### config.mk
export PLATFORM = sky130hd
export DESIGN_NAME = alu_arbiter
export DESIGN_NICKNAME = d
export VERILOG_FILES = /design/src/rtl/alu_arbiter.sv
export SDC_FILE = /design/constraint.sdc
export NUM_CORES = 1
export LEC_CHECK = 0
export ABC_AREA = 1
export CAP_MARGIN = 0
export CORE_MARGIN = 5
export CORE_UTILIZATION = 39
export DETAILED_ROUTE_END_ITERATION = 8
export PLACE_DENSITY_LB_ADDON = 0.25
export RECOVER_POWER = 50
export SETUP_SLACK_MARGIN = 0.02
export SLEW_MARGIN = 5
export SYNTH_ARGS = -nofsm -noshare
export SYNTH_HDL_FRONTEND = slang
export SYNTH_SLANG_ARGS = --single-unit
### constraint.sdc
create_clock -name clk -period 1.97 [get_ports clk]
set_input_delay 0.591 -clock clk [delete_from_list [all_inputs] [get_ports clk]]
set_output_delay 0.591 -clock clk [all_outputs]
set_load 0.02 [all_outputs]
### src/rtl/alu_arbiter.sv
// alu_arbiter: shares one registered ALU between two valid/ready requesters.
// Round-robin arbitration in IDLE. The operation then runs EXEC -> WAIT -> RESP
// and the result goes back to the requester that won.
// Optional feature: define ALU_ARB_STATS_EN to add saturating per-requester
// grant counters (grant_cnt0/grant_cnt1).
module alu_arbiter #(
    parameter int W     = 32,
    parameter int CNT_W = 16
) (
    input  logic             clk,
    input  logic             reset,
    input  logic             req0_valid,
    output logic             req0_ready,
    input  logic [W-1:0]     req0_a,
    input  logic [W-1:0]     req0_b,
    input  logic [1:0]       req0_op,
    output logic             rsp0_valid,
    input  logic             rsp0_ready,
    output logic [W-1:0]     rsp0_c,
    input  logic             req1_valid,
    output logic             req1_ready,
    input  logic [W-1:0]     req1_a,
    input  logic [W-1:0]     req1_b,
    input  logic [1:0]       req1_op,
    output logic             rsp1_valid,
    input  logic             rsp1_ready,
    output logic [W-1:0]     rsp1_c,
    output logic [W-1:0]     alu_a,
    output logic [W-1:0]     alu_b,
    output logic [1:0]       alu_op,
    output logic             alu_en,
    input  logic [W-1:0]     alu_c,
    output logic             busy
`ifdef ALU_ARB_STATS_EN
    ,
    output logic [CNT_W-1:0] grant_cnt0,
    output logic [CNT_W-1:0] grant_cnt1
`endif
);

    typedef enum logic [1:0] {
        S_IDLE,
        S_EXEC,
        S_WAIT,
        S_RESP
    } state_t;

    state_t         r_state;
    state_t         w_next_state;
    logic           r_last_grant;
    logic           r_owner;
    logic           w_sel;
    logic           w_accept;
    logic [W-1:0]   r_alu_a;
    logic [W-1:0]   r_alu_b;
    logic [1:0]     r_alu_op;
    logic [W-1:0]   r_rsp0_c;
    logic [W-1:0]   r_rsp1_c;

    // Round-robin select: a lone requester wins; on a tie the one not granted last wins.
    always_comb begin
        // NOTE: every signal driven here gets a default first, so no path can leave it unassigned and infer a latch.
        w_sel = ~r_last_grant;
        if (req0_valid && !req1_valid) begin
            w_sel = 1'b0;
        end else if (req1_valid && !req0_valid) begin
            w_sel = 1'b1;
        end
    end

    // A request is accepted only in IDLE and never while reset is asserted.
    assign w_accept   = (r_state == S_IDLE) && !reset && (req0_valid || req1_valid);
    assign req0_ready = w_accept && req0_valid && (w_sel == 1'b0);
    assign req1_ready = w_accept && req1_valid && (w_sel == 1'b1);

    // Next-state logic for the operation sequence.
    always_comb begin
        w_next_state = r_state;
        case (r_state)
            S_IDLE: if (w_accept) w_next_state = S_EXEC;
            S_EXEC: w_next_state = S_WAIT;
            S_WAIT: w_next_state = S_RESP;
            S_RESP: begin
                if ((r_owner == 1'b0) ? rsp0_ready : rsp1_ready) begin
                    w_next_state = S_IDLE;
                end
            end
            default: w_next_state = S_IDLE;
        endcase
    end

    // State register; reset aborts any operation in flight.
    always_ff @(posedge clk) begin
        // NOTE: state elements use non-blocking assignments so every register samples pre-edge values.
        if (reset) begin
            r_state <= S_IDLE;
        end else begin
            r_state <= w_next_state;
        end
    end

    // Latch the winner's operands on accept, and capture the ALU result in WAIT for the owner.
    always_ff @(posedge clk) begin
        if (reset) begin
            r_last_grant <= 1'b1;
            r_owner      <= 1'b0;
            r_alu_a      <= '0;
            r_alu_b      <= '0;
            r_alu_op     <= '0;
            r_rsp0_c     <= '0;
            r_rsp1_c     <= '0;
        end else begin
            if (w_accept) begin
                r_alu_a      <= w_sel ? req1_a  : req0_a;
                r_alu_b      <= w_sel ? req1_b  : req0_b;
                r_alu_op     <= w_sel ? req1_op : req0_op;
                r_owner      <= w_sel;
                r_last_grant <= w_sel;
            end
            if (r_state == S_WAIT) begin
                if (r_owner == 1'b0) begin
                    r_rsp0_c <= alu_c;
                end else begin
                    r_rsp1_c <= alu_c;
                end
            end
        end
    end

    assign alu_a      = r_alu_a;
    assign alu_b      = r_alu_b;
    assign alu_op     = r_alu_op;
    assign alu_en     = (r_state == S_EXEC);
    assign busy       = (r_state != S_IDLE);
    assign rsp0_valid = (r_state == S_RESP) && (r_owner == 1'b0);
    assign rsp1_valid = (r_state == S_RESP) && (r_owner == 1'b1);
    assign rsp0_c     = r_rsp0_c;
    assign rsp1_c     = r_rsp1_c;

`ifdef ALU_ARB_STATS_EN
    logic [CNT_W-1:0] r_cnt0;
    logic [CNT_W-1:0] r_cnt1;

    // Saturating grant counters, bumped on each requester's accept cycle.
    always_ff @(posedge clk) begin
        if (reset) begin
            r_cnt0 <= '0;
            r_cnt1 <= '0;
        end else begin
            if (req0_ready && (r_cnt0 != {CNT_W{1'b1}})) r_cnt0 <= r_cnt0 + CNT_W'(1);
            if (req1_ready && (r_cnt1 != {CNT_W{1'b1}})) r_cnt1 <= r_cnt1 + CNT_W'(1);
        end
    end

    assign grant_cnt0 = r_cnt0;
    assign grant_cnt1 = r_cnt1;
`endif

endmodule

==> results of run 1 <==
logic make-up (layout without fill, tap and decap cells):
kind of cell	Yosys count	count (layout)	synth area share (%)
flops	134	134	49.19
simple gates	414	414	30.35
compound gates	120	120	11.06
fa+ha+maj	4	4	0.9177
buf+inv	104	421	8.488
stage by stage:
stage	util [%]	power, µW	cells
2_1_floorplan	-	6441	776
3_3_place_gp	63.04	8803	1239
3_5_place_dp	63.04	8862	1239
4_1_cts	66.48	11640	1273
5_1_grt	65.89	12150	1273
6_report	65.89	11440	1273
layout make-up:
| cell class | instances | area (µm²) |
|---|---|---|
| Fill cell | 1311 | 4698 |
| Timing Repair Buffer | 332 | 3024 |
| Sequential cell | 134 | 2684 |
| Multi-Input combinational cell | 538 | 2341 |
| Clock buffer | 21 | 450.4 |
| Tap cell | 180 | 225.2 |
| Inverter | 58 | 220.2 |
| Clock inverter | 10 | 130.1 |
power by group through the flow:
stage | clock, µW | sequential [µW] | combinational (µW)
6_report | 3140 | 3790 | 4500
3_3_place_gp | 0 | 3830 | 4970
5_1_grt | 3330 | 3890 | 4930
3_5_place_dp | 0 | 3860 | 5010
2_1_floorplan | 0 | 4730 | 1710
4_1_cts | 3190 | 3790 | 4660
registers in the layout (all words and copies together), names as in the netlist:
register      cells
alu_a            32
alu_op            2
rsp1_c           32
r_owner           1
alu_b            32
r_last_grant      1
rsp0_c           32
r_state           2
layout by cell type (no fill, tap or decap), types with 5 or more instances in the layout:
cell / count
a21oi_1: 7
buf_4: 24
clkbuf_1: 17
clkbuf_16: 17
clkdlybuf4s50_1: 166
clkinv_2: 5
dfxtp_1: 133
dlygate4sd2_1: 118
inv_1: 54
nand2_1: 186
nand3_1: 39
nor2_1: 175
o21ai_0: 87
o21ai_1: 25
worst paths after layout:
path / endpoint / slack [ns] / depth (start not counted)
worst max-delay path: req0_ready / -0.01 / 6
worst min-delay path: alu_b[9] / 0.45 / 2
worst max register to register: alu_a[30] / 0.19 / 7
worst min register to register: alu_b[9] / 0.45 / 2
critical path, cell delays in order:
cell             delay [ns]
clkdlybuf4s15_1        0.25
nand2_1                0.09
nand2_2                0.10
nand2_4                0.08
nor2_2                 0.15
buf_6                  0.14
repair_timing:
item	CTS	global route
endpoints found under the setup margin	180	72
buffers inserted	3	0
cloned	0	0
pin swaps	5	1
gates resized for setup	162	16
metal layers:
layer | GRT usage, % | vias up | share of wire, %
li1 | - | 3025 | -
met1 | 26.36 | 2621 | 40
met2 | 37.45 | 215 | 47
met3 | 7.250 | 47 | 9.6
met4 | 9.988 | 0 | 3.4
met5 | 0 | - | 0
==> results.toml, run 1 <==
[sta]
fin_crit_sh_pct = 100.7
fmax_mhz = 504.1
drv_slew = 0
tns_ns = -0.02466
rsz0062_at_grt = "yes"
fin_skew_ns = 0.006657
finalWorstSetupSlack_ns = -0.01392
slew_headroom_pct = 35.47
setup_viol = 2
hold_slack_ns = 0.4486
fin_crit_ns = 1.984
hold_viol = 0
tightest_slew_ns = 0.9680

[placed_design]
place_area_um2 = 8682
port_buffers = 305
post-place-ws_ns = -0.7458
gp_congestion = 0.8597
dp_hpwl_mm = 13.83

[synth]
synth_edf_count = 0
async_reset_ff_share_pct = 0
synth_common_cells = "nand2_1 (187), nor2_1 (177), dfxtp_1 (134), o21ai_0 (87), inv_1 (57)"
synth_top_area_cell = "dfxtp_1"
syn_inst = 776
synth_fp_nets = 950
yosys-top-cells-area = "dfxtp_1 (49%), nand2_1 (13%), nor2_1 (12%), o21ai_0 (8.0%), inv_1 (3.9%)"
synth_seq_area_share_pct = 49.19
ys_warn_count = 0
syn_area_um2 = 5454
synth_cell_types = 21
yosysMostFrequentCell = "nand2_1"
yosys_most_used_dff = "dfxtp_1"
synth_top_area_share_pct = 49.19
syn_area_per_cell_um2 = 7.028
ys_ff_latch = 134

[run_status]
status = "finished with violations"
violations = "negative setup slack"

[grt]
grt_antenna_before_repair = 0
overflow = 0
grt_max_degree = 102
grt_pass1_vias = 5541
grt_first_pass_wirelength_mm = 29.27
grtUsageTotal_pct = 22.48

[power]
p_per_area_nw_per_um2 = 1260
pwr-share-clk_pct = 27.5
pwr-share-comb_pct = 39.4
switching_share_pct = 37.09
p_int_uw = 7194
peakVddDrop_mv = 0.7263
p_sw_uw = 4241
p_seq_share_pct = 33.1
leakage_uw = 0.004332

[clock_tree]
postCtsHoldBufs = 0
path_clk_slew_ns = 0.05
cts_tree = "done"
ctsLongestPathBuffers = 2
clk_root_buffer_cell = "clkbuf_16"
insertion_delay_ns = 0.41
h-tree-depth = 4
cts_made_buffers = 17
clock-sinks = 134

[cells_and_area]
nets = 1255
antennaDiodeCount = 0
synthToLayoutAreaGrowth_pct = 66.39
drive_gt1_share_pct = 7.045
postLayoutCellArea_um2 = 9075

[detailed_routing]
routed-via-count = 5908
drtPass1Iterations = 5
dr.first_iter.drc_count = 315
drc = 0
post_drt_wl_per_cell_um = 14.98
via_per_inst = 4.641
totalWireLength_mm = 19.07
ant_nets = 0

[critical_path]
r2r_start = "r_state[1]"
path_class = "in -> out"
cp-start-kind = "input pin"
end_kind = "output pin"
worstPathMaxFanout = 4
crit_start = "req0_valid"
worst_ep_required_time_ns = 1.38
crit_arrival_ns = 1.39

[min_path]
hp-class = "reg -> reg"
hold_start = "alu_b[9]"

[job]
maxCapViolations = 0

[floorplanning]
start_util_pct = 39.60
row_count = 43
die_area_um2 = 16450
die_w_um = 128.3
die_h_um = 128.3
core_area_um2 = 13770
pin_count = 306
No activity file was read; power rests on OpenSTA's default activity.
==> run 2: changes to the inputs <==
- CORE_MARGIN: 5 -> 10
==> run 2 against run 1 <==
Compared with the run above:
- the flow still finishes with violations (negative setup slack)
- non-clock buffer count shrank 1
- wire length up 10%
- sequential power hardly changed
- clock skew grew 0.0015 ns
- die area up 16%
- sequential cell count unchanged
- combinational power increased by 2%
- hold slack barely moved
- largest cell class unchanged
- largest power group unchanged
==> results.toml, run 2 (synthesis results as in run 1) <==
[grt]
grt_first_pass_wirelength_mm = 32.66
grtUsageTotal_pct = 21.12
grt_max_degree = 103
overflow = 0
grt_pass1_vias = 5685
grt_antenna_before_repair = 1

[sta]
fin_crit_sh_pct = 101.2
drv_slew = 0
fin_skew_ns = 0.008179
setup_viol = 2
slew_headroom_pct = 51.51
fmax_mhz = 501.6
finalWorstSetupSlack_ns = -0.02380
tightest_slew_ns = 0.7273
fin_crit_ns = 1.994
rsz0062_at_grt = "yes"
hold_viol = 0

[critical_path]
worst_ep_required_time_ns = 1.38
path_class = "reg -> out"
cp_common_cell = "inv_2"
cpMaxStageDelayCell = "dfxtp_2"
end_kind = "output pin"
crit_arrival_ns = 1.40
cpPeakStageDelay_ns = 0.32
worstPathMaxFanout = 3
cp-start-kind = "flip-flop"
crit_chain = "inv_2, ha_4, inv_4, nor3_4, nand2_2, inv_2, buf_6"

[clock_tree]
cts_made_buffers = 17
clk_root_buffer_cell = "clkbuf_16"
insertion_delay_ns = 0.42
postCtsHoldBufs = 0
cts_tree = "done"
path_clk_slew_ns = 0.06
ctsLongestPathBuffers = 2
h-tree-depth = 4
clock-sinks = 134

[detailed_routing]
drtPass1Iterations = 4
totalWireLength_mm = 21.02
ant_nets = 0
wl_met1_mm = 8.634
post_drt_wl_per_cell_um = 16.51
top_layer_used = "met5"
drc = 0
routed-via-count = 5915
wl_met2_mm = 10.14
dr.first_iter.drc_count = 267
wl_met3_mm = 1.871
via_per_inst = 4.647

[cells_and_area]
drive_gt1_share_pct = 7.319
nets = 1254
synthToLayoutAreaGrowth_pct = 67.31
antennaDiodeCount = 0
layout_commonest_cell = "nand2_1"
final_cells = 1273
final_cell_mix = "nand2_1 (185), nor2_1 (176), clkdlybuf4s50_1 (166)"

[floorplanning]
die_area_um2 = 19110
start_util_pct = 39.60
pin_count = 306
die_w_um = 138.3
core_area_um2 = 13770
die_h_um = 138.3
row_count = 43

[run_status]
status = "finished with violations"
violations = "negative setup slack"

[placed_design]
dp_hpwl_mm = 15.58
place_inst = 1237
gp_congestion = 0.8813
port_buffers = 305
post-place-ws_ns = -0.7539

[power]
p_per_area_nw_per_um2 = 1249
leakage_uw = 0.004392
peakVddDrop_mv = 0.6898

[min_path]
hp-class = "reg -> reg"

[job]
maxCapViolations = 0
==> run 2: cell types whose count changed in the layout (fill, tap and decap cells not counted), moves of 2 or more <==
cell | previous run | this run
bufinv_16 | 3 | 1
clkbuf_2 | 1 | 3
clkbuf_1 | 17 | 2
clkinv_2 | 5 | 3
inv_6 | 0 | 2
dlygate4sd2_1 | 118 | 131
nor2_2 | 2 | 0
clkinv_4 | 0 | 5
buf_4 | 24 | 20
==> run 2: timing repair <==
action | 4_1_cts | 5_1_grt
setup buffers | 3 | 2
endpoints found under the setup margin | 194 | 59
cloned | 0 | 0
pin swaps | 6 | 6
gates resized for setup | 177 | 6
==> run 2: final timing paths <==
| check | start | end | slack [ns] | cells past startpoint |
|---|---|---|---|---|
| max reg2reg | r_state[0] | rsp0_c[3] | 0.10 | 10 |
| min reg2reg | alu_b[9] | alu_b[9] | 0.45 | 2 |
| min | alu_b[9] | alu_b[9] | 0.45 | 2 |
| max | r_state[0] | req1_ready | -0.02 | 7 |
==> run 2: worst max-delay path: cells and delay by family (launching register included) <==
kind / cells / cell delay (ns)
flops: 1 / 0.32
buf+inv: 4 / 0.30
simple gates: 2 / 0.24
fa+ha+maj: 1 / 0.14
==> run 2: final cells by class <==
cell class                 count  area (µm²)
clock inverter                14       128.9
tap                          180       225.2
multi-input combinational    538        2356
fill                        1280        4648
clock buffer                  18       429.2
inverter                      58       220.2
timing repair buffer         331        3080
sequential                   134        2685
==> run 2: power by group <==
group          switching (µW)  internal, µW
combinational            2840          1760
clock                    1260          1740
sequential                325          3470
total                    4430          6970
==> run 2: metal layers <==
layer,global-route usage (%),vias to the layer above
li1,-,3027
met1,24.15,2661
met2,35.69,200
met3,8.048,25
met4,6.382,2
met5,0,-
==> run 2: stage by stage <==
step                setup TNS (ns)  total power [µW]  hold slack (ns)  cell area [µm²]  utilization (%)
CTS                       -0.06350             11490           0.4519             9109            66.13
detailed placement          -35.34              8904           0.4454             8667            62.93
finish                    -0.04011             11400           0.4487             9125            66.25
global placement            -33.05              8830           0.4389             8667            62.93
global route               -0.5034             12080           0.4682             9125            66.25
floorplan                        0              6441           0.4639             5456                -
==> run 3: changes to the inputs <==
- CAP_MARGIN: 0 -> unset
==> results of run 3 <==
The final DEF is identical to that of run 2; final timing and power are the same.
